===== src/rtl/ac97_frame_rx.sv =====
// AC'97 serial-input receiver. It oversamples the codec bit clock in the system clock
// domain, frames the 256-bit stream and extracts the slot 3/4 PCM capture samples.
// It also keeps a peak-hold magnitude of the left channel.
module ac97_frame_rx #(
    parameter int SYNC_STAGES = 2
) (
    input  logic        Clock,
    input  logic        Reset,
    input  logic        BitClk,
    input  logic        Sync,
    input  logic        SData,
    input  logic        ClearPeak,
    output logic [19:0] LeftSample,
    output logic [19:0] RightSample,
    output logic        SampleValid,
    output logic        CodecReady,
    output logic [19:0] PeakMag,
    output logic        FrameError
);

    typedef enum logic {HUNT, RUN} state_t;

    state_t state_q, state_d;

    logic [SYNC_STAGES-1:0] bclk_sync_q, bclk_sync_d;
    logic [SYNC_STAGES-1:0] sync_sync_q, sync_sync_d;
    logic [SYNC_STAGES-1:0] sdat_sync_q, sdat_sync_d;
    logic                   bclk_prev_q, bclk_prev_d;
    logic                   sync_prev_q, sync_prev_d;
    logic [7:0]             cnt_q, cnt_d;
    logic [15:0]            tag_q, tag_d;
    logic [19:0]            left_sr_q, left_sr_d;
    logic [19:0]            right_sr_q, right_sr_d;
    logic signed [19:0]     left_q, left_d;
    logic signed [19:0]     right_q, right_d;
    logic                   valid_q, valid_d;
    logic                   ready_q, ready_d;
    logic                   ferr_q, ferr_d;
    logic [19:0]            peak_q, peak_d;

    logic       bclk_s, sync_s, sdat_s;
    logic       strobe, frame_start;
    logic       bit_en, resync, commit;
    logic [7:0] idx;
    logic [19:0] right_new;
    logic [19:0] mag;

    // |x| for a 20-bit two's complement sample; the most negative value saturates.
    function automatic logic [19:0] sat_abs(input logic signed [19:0] x);
        logic signed [19:0] neg;
        neg = -x;
        if (x == $signed({1'b1, 19'b0}))
            return 20'h7FFFF;
        else if (x[19])
            return neg;
        else
            return x;
    endfunction

    assign bclk_s      = bclk_sync_q[SYNC_STAGES-1];
    assign sync_s      = sync_sync_q[SYNC_STAGES-1];
    assign sdat_s      = sdat_sync_q[SYNC_STAGES-1];
    assign strobe      = bclk_prev_q & ~bclk_s;
    assign frame_start = strobe & sync_s & ~sync_prev_q;

    // Equal-depth synchronizers keep BitClk, Sync and SData mutually aligned.
    always_comb begin
        bclk_sync_d = {bclk_sync_q[SYNC_STAGES-2:0], BitClk};
        sync_sync_d = {sync_sync_q[SYNC_STAGES-2:0], Sync};
        sdat_sync_d = {sdat_sync_q[SYNC_STAGES-2:0], SData};
        bclk_prev_d = bclk_s;
    end

    // Framing FSM: find the first sync edge, then count bits and flag bad frame lengths.
    always_comb begin
        state_d     = state_q;
        cnt_d       = cnt_q;
        sync_prev_d = sync_prev_q;
        bit_en      = 1'b0;
        resync      = 1'b0;
        idx         = cnt_q;
        if (strobe) begin
            sync_prev_d = sync_s;
            case (state_q)
                HUNT: begin
                    if (frame_start) begin
                        state_d = RUN;
                        idx     = 8'd0;
                        bit_en  = 1'b1;
                    end
                end
                RUN: begin
                    bit_en = 1'b1;
                    if (frame_start) begin
                        idx    = 8'd0;
                        resync = (cnt_q != 8'd255);
                    end else begin
                        idx = cnt_q + 8'd1;
                    end
                end
                default: state_d = HUNT;
            endcase
            if (bit_en)
                cnt_d = idx;
        end
    end

    // Slot capture, sample commit at bit 95 and left-channel peak hold.
    always_comb begin
        tag_d      = tag_q;
        left_sr_d  = left_sr_q;
        right_sr_d = right_sr_q;
        left_d     = left_q;
        right_d    = right_q;
        valid_d    = 1'b0;
        ready_d    = ready_q;
        ferr_d     = ferr_q | resync;
        peak_d     = peak_q;
        commit     = 1'b0;
        right_new  = {right_sr_q[18:0], sdat_s};
        mag        = sat_abs($signed(left_sr_q));
        if (bit_en) begin
            if (resync) begin
                left_sr_d  = '0;
                right_sr_d = '0;
            end
            if (idx < 8'd16)
                tag_d = {tag_q[14:0], sdat_s};
            if (idx == 8'd15)
                ready_d = tag_q[14];
            if (idx >= 8'd56 && idx <= 8'd75)
                left_sr_d = {left_sr_q[18:0], sdat_s};
            if (idx >= 8'd76 && idx <= 8'd95)
                right_sr_d = right_new;
            if (idx == 8'd95 && tag_q[15] && tag_q[12] && tag_q[11])
                commit = 1'b1;
        end
        if (commit) begin
            left_d  = $signed(left_sr_q);
            right_d = $signed(right_new);
            valid_d = 1'b1;
        end
        if (ClearPeak)
            peak_d = commit ? mag : 20'd0;
        else if (commit && mag > peak_q)
            peak_d = mag;
    end

    // State register; reset returns everything, including the synchronizers, to zero.
    always_ff @(posedge Clock) begin
        if (Reset) begin
            state_q     <= HUNT;
            bclk_sync_q <= '0;
            sync_sync_q <= '0;
            sdat_sync_q <= '0;
            bclk_prev_q <= 1'b0;
            sync_prev_q <= 1'b0;
            cnt_q       <= '0;
            tag_q       <= '0;
            left_sr_q   <= '0;
            right_sr_q  <= '0;
            left_q      <= '0;
            right_q     <= '0;
            valid_q     <= 1'b0;
            ready_q     <= 1'b0;
            ferr_q      <= 1'b0;
            peak_q      <= '0;
        end else begin
            state_q     <= state_d;
            bclk_sync_q <= bclk_sync_d;
            sync_sync_q <= sync_sync_d;
            sdat_sync_q <= sdat_sync_d;
            bclk_prev_q <= bclk_prev_d;
            sync_prev_q <= sync_prev_d;
            cnt_q       <= cnt_d;
            tag_q       <= tag_d;
            left_sr_q   <= left_sr_d;
            right_sr_q  <= right_sr_d;
            left_q      <= left_d;
            right_q     <= right_d;
            valid_q     <= valid_d;
            ready_q     <= ready_d;
            ferr_q      <= ferr_d;
            peak_q      <= peak_d;
        end
    end

    assign LeftSample  = left_q;
    assign RightSample = right_q;
    assign SampleValid = valid_q;
    assign CodecReady  = ready_q;
    assign PeakMag     = peak_q;
    assign FrameError  = ferr_q;

endmodule


===== config.mk =====
export PLATFORM = sky130hd
export DESIGN_NAME = ac97_frame_rx
export DESIGN_NICKNAME = d
export VERILOG_FILES = /design/src/rtl/ac97_frame_rx.sv
export SDC_FILE = /design/constraint.sdc
export NUM_CORES = 1
export LEC_CHECK = 0
export CORE_MARGIN = 3
export CORE_UTILIZATION = 50
export CTS_CLUSTER_SIZE = 12
export DETAILED_ROUTE_END_ITERATION = 6
export GPL_TIMING_DRIVEN = 0
export PLACE_DENSITY = 0.72
export SLEW_MARGIN = 10
export SYNTH_ARGS = -nofsm -noshare
export SYNTH_HDL_FRONTEND = slang
export SYNTH_SLANG_ARGS = --single-unit

===== constraint.sdc =====
create_clock -name Clock -period 8.29 [get_ports Clock]
set_clock_uncertainty 0.05 [all_clocks]
set_input_delay 1.658 -clock Clock [delete_from_list [all_inputs] [get_ports Clock]]
set_output_delay 1.658 -clock Clock [all_outputs]
set_load 0.005 [all_outputs]

# Yosys cells after proc, flatten, opt, wreduce, memory -nomap -nowiden
# Cells that the tools add are included.
[op_classes]
n_div = 0
mul = 0
mux = 23
order_cmp = 6
addsub = 2
n_bitwise = 7
n_shift = 0
n_reduce_logical = 14
eq_ne = 4
[ops]
columns = ["operator", "count"]
rows = [
  ["two-way mux 20 bit", 7],
  ["two-way mux 8 bit", 3],
  ["== test 20 bit (second input constant)", 1],
  ["> comparator 20 bit", 1],
  ["negation 20 bit", 1],
  ["two-way mux 19 bit", 1],
  ["<= comparator 8 x 7 -> 1 bit (second input constant)", 2],
  ["case mux 8 bit (2 select lines)", 1],
  ["two-way mux 1 bit", 10],
  ["AND reduction 2 bit", 5],
  ["adder 8 x 1 -> 8 bit (second input constant)", 1],
  ["== test 8 x 4 -> 1 bit (second input constant)", 1],
  ["== test 8 x 7 -> 1 bit (second input constant)", 1],
  ["greater-or-equal comparator 8 x 6 -> 1 bit (second input constant)", 1],
  ["greater-or-equal comparator 8 x 7 -> 1 bit (second input constant)", 1],
  ["< comparator 8 x 5 -> 1 bit (second input constant)", 1],
  ["inequality test 8 bit (second input constant)", 1],
  ["logical AND 1 bit", 6],
  ["nonzero test 2 bit", 3],
  ["bitwise AND 1 bit", 3],
  ["NOT 1 bit", 3],
  ["case mux 1 bit (2 select lines)", 1],
  ["bitwise OR 1 bit", 1],
]
[totals]
out_inout_bits = 63
memories = 0
regBits = 135
elab_cells = 72
latch_bits = 0
rom_bits = 0
ramBits = 0

# Longest topological paths before layout
[depth]
ltp_word = 16
mapped_depth = 18

# Least setup slack after synthesis
# No wires, ideal clock.
[synth_path]
path_kind = "register to register"
start = "register left_sr_q[11]"
end = "register peak_q[11] (netlist: PeakMag[11])"
setup_time_ps = 67
arrival_ps = 3843
slack_ps = 4330
path_stages_with_launch = 16
required_ps = 8173
path_buffers = 2
cell_sequence = "dfxtp_1 or4_4 or4_4 or3_4 buf_2 and2_1 inv_1 ha_1 and4_1 and4_1 o21ai_0 o2111ai_1 nand4_1 clkbuf_1 or4b_2 o21ai_2"
[synth_between]
elab_chain_cells = 6
elab_cells_between_ends = 10
classes_between = "add/sub: 1; order compare: 1; eq/ne: 1; mux: 5; reduce/logical: 2"
[synth_rtl]
columns = ["item", "line_no", "text"]
rows = [
  ["start: declaration", "32", "logic [19:0] left_sr_q, left_sr_d;"],
  ["start signal: assignment", "177", "left_sr_q <= left_sr_d;"],
  ["negation 20 bit", "51", "neg = -x;"],
  ["two-way mux 20 bit", "54", "else if (x[19])"],
  ["two-way mux 20 bit *", "52", "if (x == $signed({1'b1, 19'b0}))"],
  ["> comparator 20 bit", "145", "else if (commit && mag > peak_q)"],
  ["logical AND 1 bit", "145", ""],
  ["nonzero test 2 bit (no line)", "--", ""],
  ["end signal: assignment", "184", "peak_q <= peak_d;"],
  ["end: declaration", "39", "logic [19:0] peak_q, peak_d;"],
]
# Mark *: on every way between the ends. The rest lies on a longest branch, timed or not. The select of a mux whose other input is x is not followed.
# A chain may end at the register's enable or synchronous reset.

# Final worst setup path
[layout_path]
start = "register left_sr_q[2]"
end = "register peak_q[1] (netlist: PeakMag[1])"
# Same word-level chain as after synthesis.

==> impl_metrics.yaml <==
status:
  status: "finished, final reports clean"
route:
  dr.pass1.iters: 4
  ant_nets: 0
  drt_iter0_markers: 305
  drt_drc_violations_left: 0
  viasPerCell: 5.37
  drt_wl_total_um: 14800
  wl_per_cell_um: 15.0
  vias: 5285
setup_path:
  timing.rr.start: "left_sr_q[2]$_SDFFE_PP0P_"
  end_kind: "flop"
  cp-startpoint: "left_sr_q[2]$_SDFFE_PP0P_"
  critical-path-top-delay-family: "simple AND/OR/NAND/NOR gates"
  crit_path_cell_trace: "clkbuf_1, nor4_1, nand3b_1, or2_0, clkbuf_1, o31ai_1, xor2_1, and2_1, inv_1, ha_1, and4_1, and4_1, o21ai_0, o2111ai_1, nand4_1, clkbuf_1, or4b_2, o21ai_1"
  required_ns: 8.58
  slowest_stage: "or4b_2"
  crit_top_cell: "clkbuf_1"
  critPathBufInv: 4
  path_class: "flop to flop"
  critPathMaxStageDelay_ns: 0.61
  critical_path.max_fanout: 10
  critPathArrivalTime_ns: 4.92
  critPathLaunchType: "flop"
yosys:
  synth_fp_nets: 745
  synth.yosys.warnings: 0
  synth.avg_cell_area_um2: 8.86
  synth.yosys.seq_area_share: 0.426
  netlist_instances: 717
  synth_edf_count: 0
  synth_area_leaders: "dfxtp_1 43%, nand2_1 6.0%, mux2i_1 6.0%, a21oi_1 4.5%, ha_1 4.3%"
  ys_types: 65
  syn_area_mm2: 0.00635
  ys_ff_latch: 135
  netlist.area_leader.share: 0.426
  synth.largest_area_cell: "dfxtp_1"
  synthArstFlopShare: 0
  synth_ff_type: "dfxtp_1"
power_and_ir_drop:
  power_density_mw_per_mm2: 177
  p_leak_nw: 2.86
  peakVddDrop_mv: 0.148
clock_tree:
  cts_hold_buf: 0
  clk_latency_ns: 0.42
  cts_resized: 0
  clk_pin_slew_ns: 0.06
  clock-sinks: 135
  post_cts_buffers: 0
  root_buffer: "clkbuf_16"
  tritoncts: "built"
  cts_max_level: 4
  cts_made_buffers: 17
  clockBufferDepth: 2
placement:
  dpl_worst_slack_ns: 3.69
  placed_cell_area_mm2: 0.00724
  place_hpwl_um: 10800
  place_inst: 953
  gp_congestion: 0.847
  place.port_buffers: 68
global_route:
  grt_use_total: 0.218
  grt_max_degree: 17
  antenna_found_initial: 0
  grt_overflow: 0
  grt_pass1_wl_um: 25200
  first_global_vias: 5241
sta:
  fin_hold_ws_ns: 0.394
  slew_viol_final: 0
  fin_crit_ns: 4.63
  hold_violations: 0
  period_share: 0.559
  worst_pin_slew_ns: 0.674
  setup_ws_ns: 3.66
  setup_tns_ns: 0
  finalSetupViolCount: 0
  slew_headroom: 0.539
  rsz0062_at_grt: "no"
  clock.fmax_ghz: 0.216
finish:
  fin_area_mm2: 0.00781
  multi_input_area_mm2: 0.00330
  regArea_mm2: 0.00270
  nets: 832
  area_delta_synth_final_pct: 22.9
  drive_gt1_frac: 0.106
  diodes: 0
  stdcell_count: 985
  n_fill_cell: 1067
hold_path:
  min_from: "sync_sync_q[0]$_SDFF_PP0_"
  hp-class: "flop to flop"
die:
  io_pins: 69
  die_w_um: 119
  core_area_mm2: 0.0122
  die_area_mm2: 0.0141
  die_h_um: 119
  num_rows: 40
  start_util: 0.520
job:
  cap_violations: 0
worst paths after layout:
path | cells after the start | slack (ns) | end
worst max-delay path | 18 | 3.66 | PeakMag[1]$_SDFFE_PP0P_
worst min-delay path | 1 | 0.39 | sync_sync_q[1]$_SDFF_PP0_
worst max register to register | 18 | 3.66 | PeakMag[1]$_SDFFE_PP0P_
worst min register to register | 1 | 0.39 | sync_sync_q[1]$_SDFF_PP0_
flip-flops by register name, summed over array words and instances (netlist names), 2 cells and up:
name	cells
tag_q	16
sync_sync_q	2
PeakMag	20
RightSample	20
LeftSample	20
left_sr_q	20
right_sr_q	19
cnt_q	8
sdat_sync_q	2
bclk_sync_q	2
power by group:
group / total (mW) / internal (mW) / switching, mW
sequential: 0.651 / 0.651 / 0.000857
clock: 0.705 / 0.423 / 0.282
combinational: 0.0247 / 0.00767 / 0.0170
final cells by class:
type,count,share of cell area
Multi-Input combinational cell,499,0.422
Inverter,36,0.0173
Clock buffer,23,0.0638
Clock inverter,9,0.00866
Buffer,47,0.0277
Tap cell,168,0.0269
Timing Repair Buffer,68,0.0872
Sequential cell,135,0.346
cell usage after synthesis, drive strengths merged (2+ instances only):
cell type / instances
mux2i: 38
a2111oi: 3
inv: 36
nor4b: 5
nor2: 37
o21ai: 29
nand4b: 4
a21boi: 2
o41ai: 2
or2: 3
ha: 22
nand2: 103
nand3: 9
dfxtp: 135
clkbuf: 28
a22o: 19
a21bo: 2
a21oi: 57
a21o: 7
o2111ai: 2
nor2b: 9
and3: 2
xor2: 12
o21a: 2
or4b: 16
o31ai: 4
and2: 14
or4: 4
and2b: 2
nor3: 6
a32oi: 2
nand2b: 38
buf: 19
and4: 8
xnor2: 4
nand4: 6
nor4: 7
or3: 3
nand3b: 6
logic make-up (layout without fill, tap and decap cells):
logic type	after synthesis	after routing	synth area share
simple gates	286	286	0.250
flops	135	135	0.426
compound gates	137	137	0.144
xor+xnor	16	16	0.0221
fa+ha+maj	22	22	0.0433
buf+inv	83	183	0.0554
mux	38	38	0.0599
worst reg2reg max path: cells and delay by family (launching register included):
family | cells | cell delay [ns]
fa+ha+maj | 1 | 0.28
flops | 1 | 0.29
compound gates | 4 | 0.64
simple gates | 8 | 2.40
buf+inv | 4 | 0.74
xor+xnor | 1 | 0.16
routing by layer:
metal / global-route usage / part of all wire
met5: 0 / 0
met4: 0.0840 / 0.016
met3: 0.0689 / 0.061
met2: 0.357 / 0.47
met1: 0.267 / 0.45
stage by stage:
step	total power [mW]	utilization
final	1.38	0.639
after global routing	1.43	0.639
after CTS	1.39	0.639
after detailed placement	0.690	0.593
after global placement	0.690	0.593
after floorplan	0.681	-
layout by cell type (no fill, tap or decap), types with 13 or more instances in the layout:
cell type,synthesis,final
a21oi_1,57,57
a22o_1,19,19
and2_1,14,14
clkbuf_1,28,29
clkbuf_16,0,17
clkdlybuf4s50_1,0,68
dfxtp_1,135,135
ha_1,22,22
inv_1,36,36
mux2i_1,38,38
nand2_1,102,102
nand2b_1,38,38
nor2_1,35,35
o21ai_0,13,13
or4b_2,15,15
No activity file was read; power rests on OpenSTA's default activity.
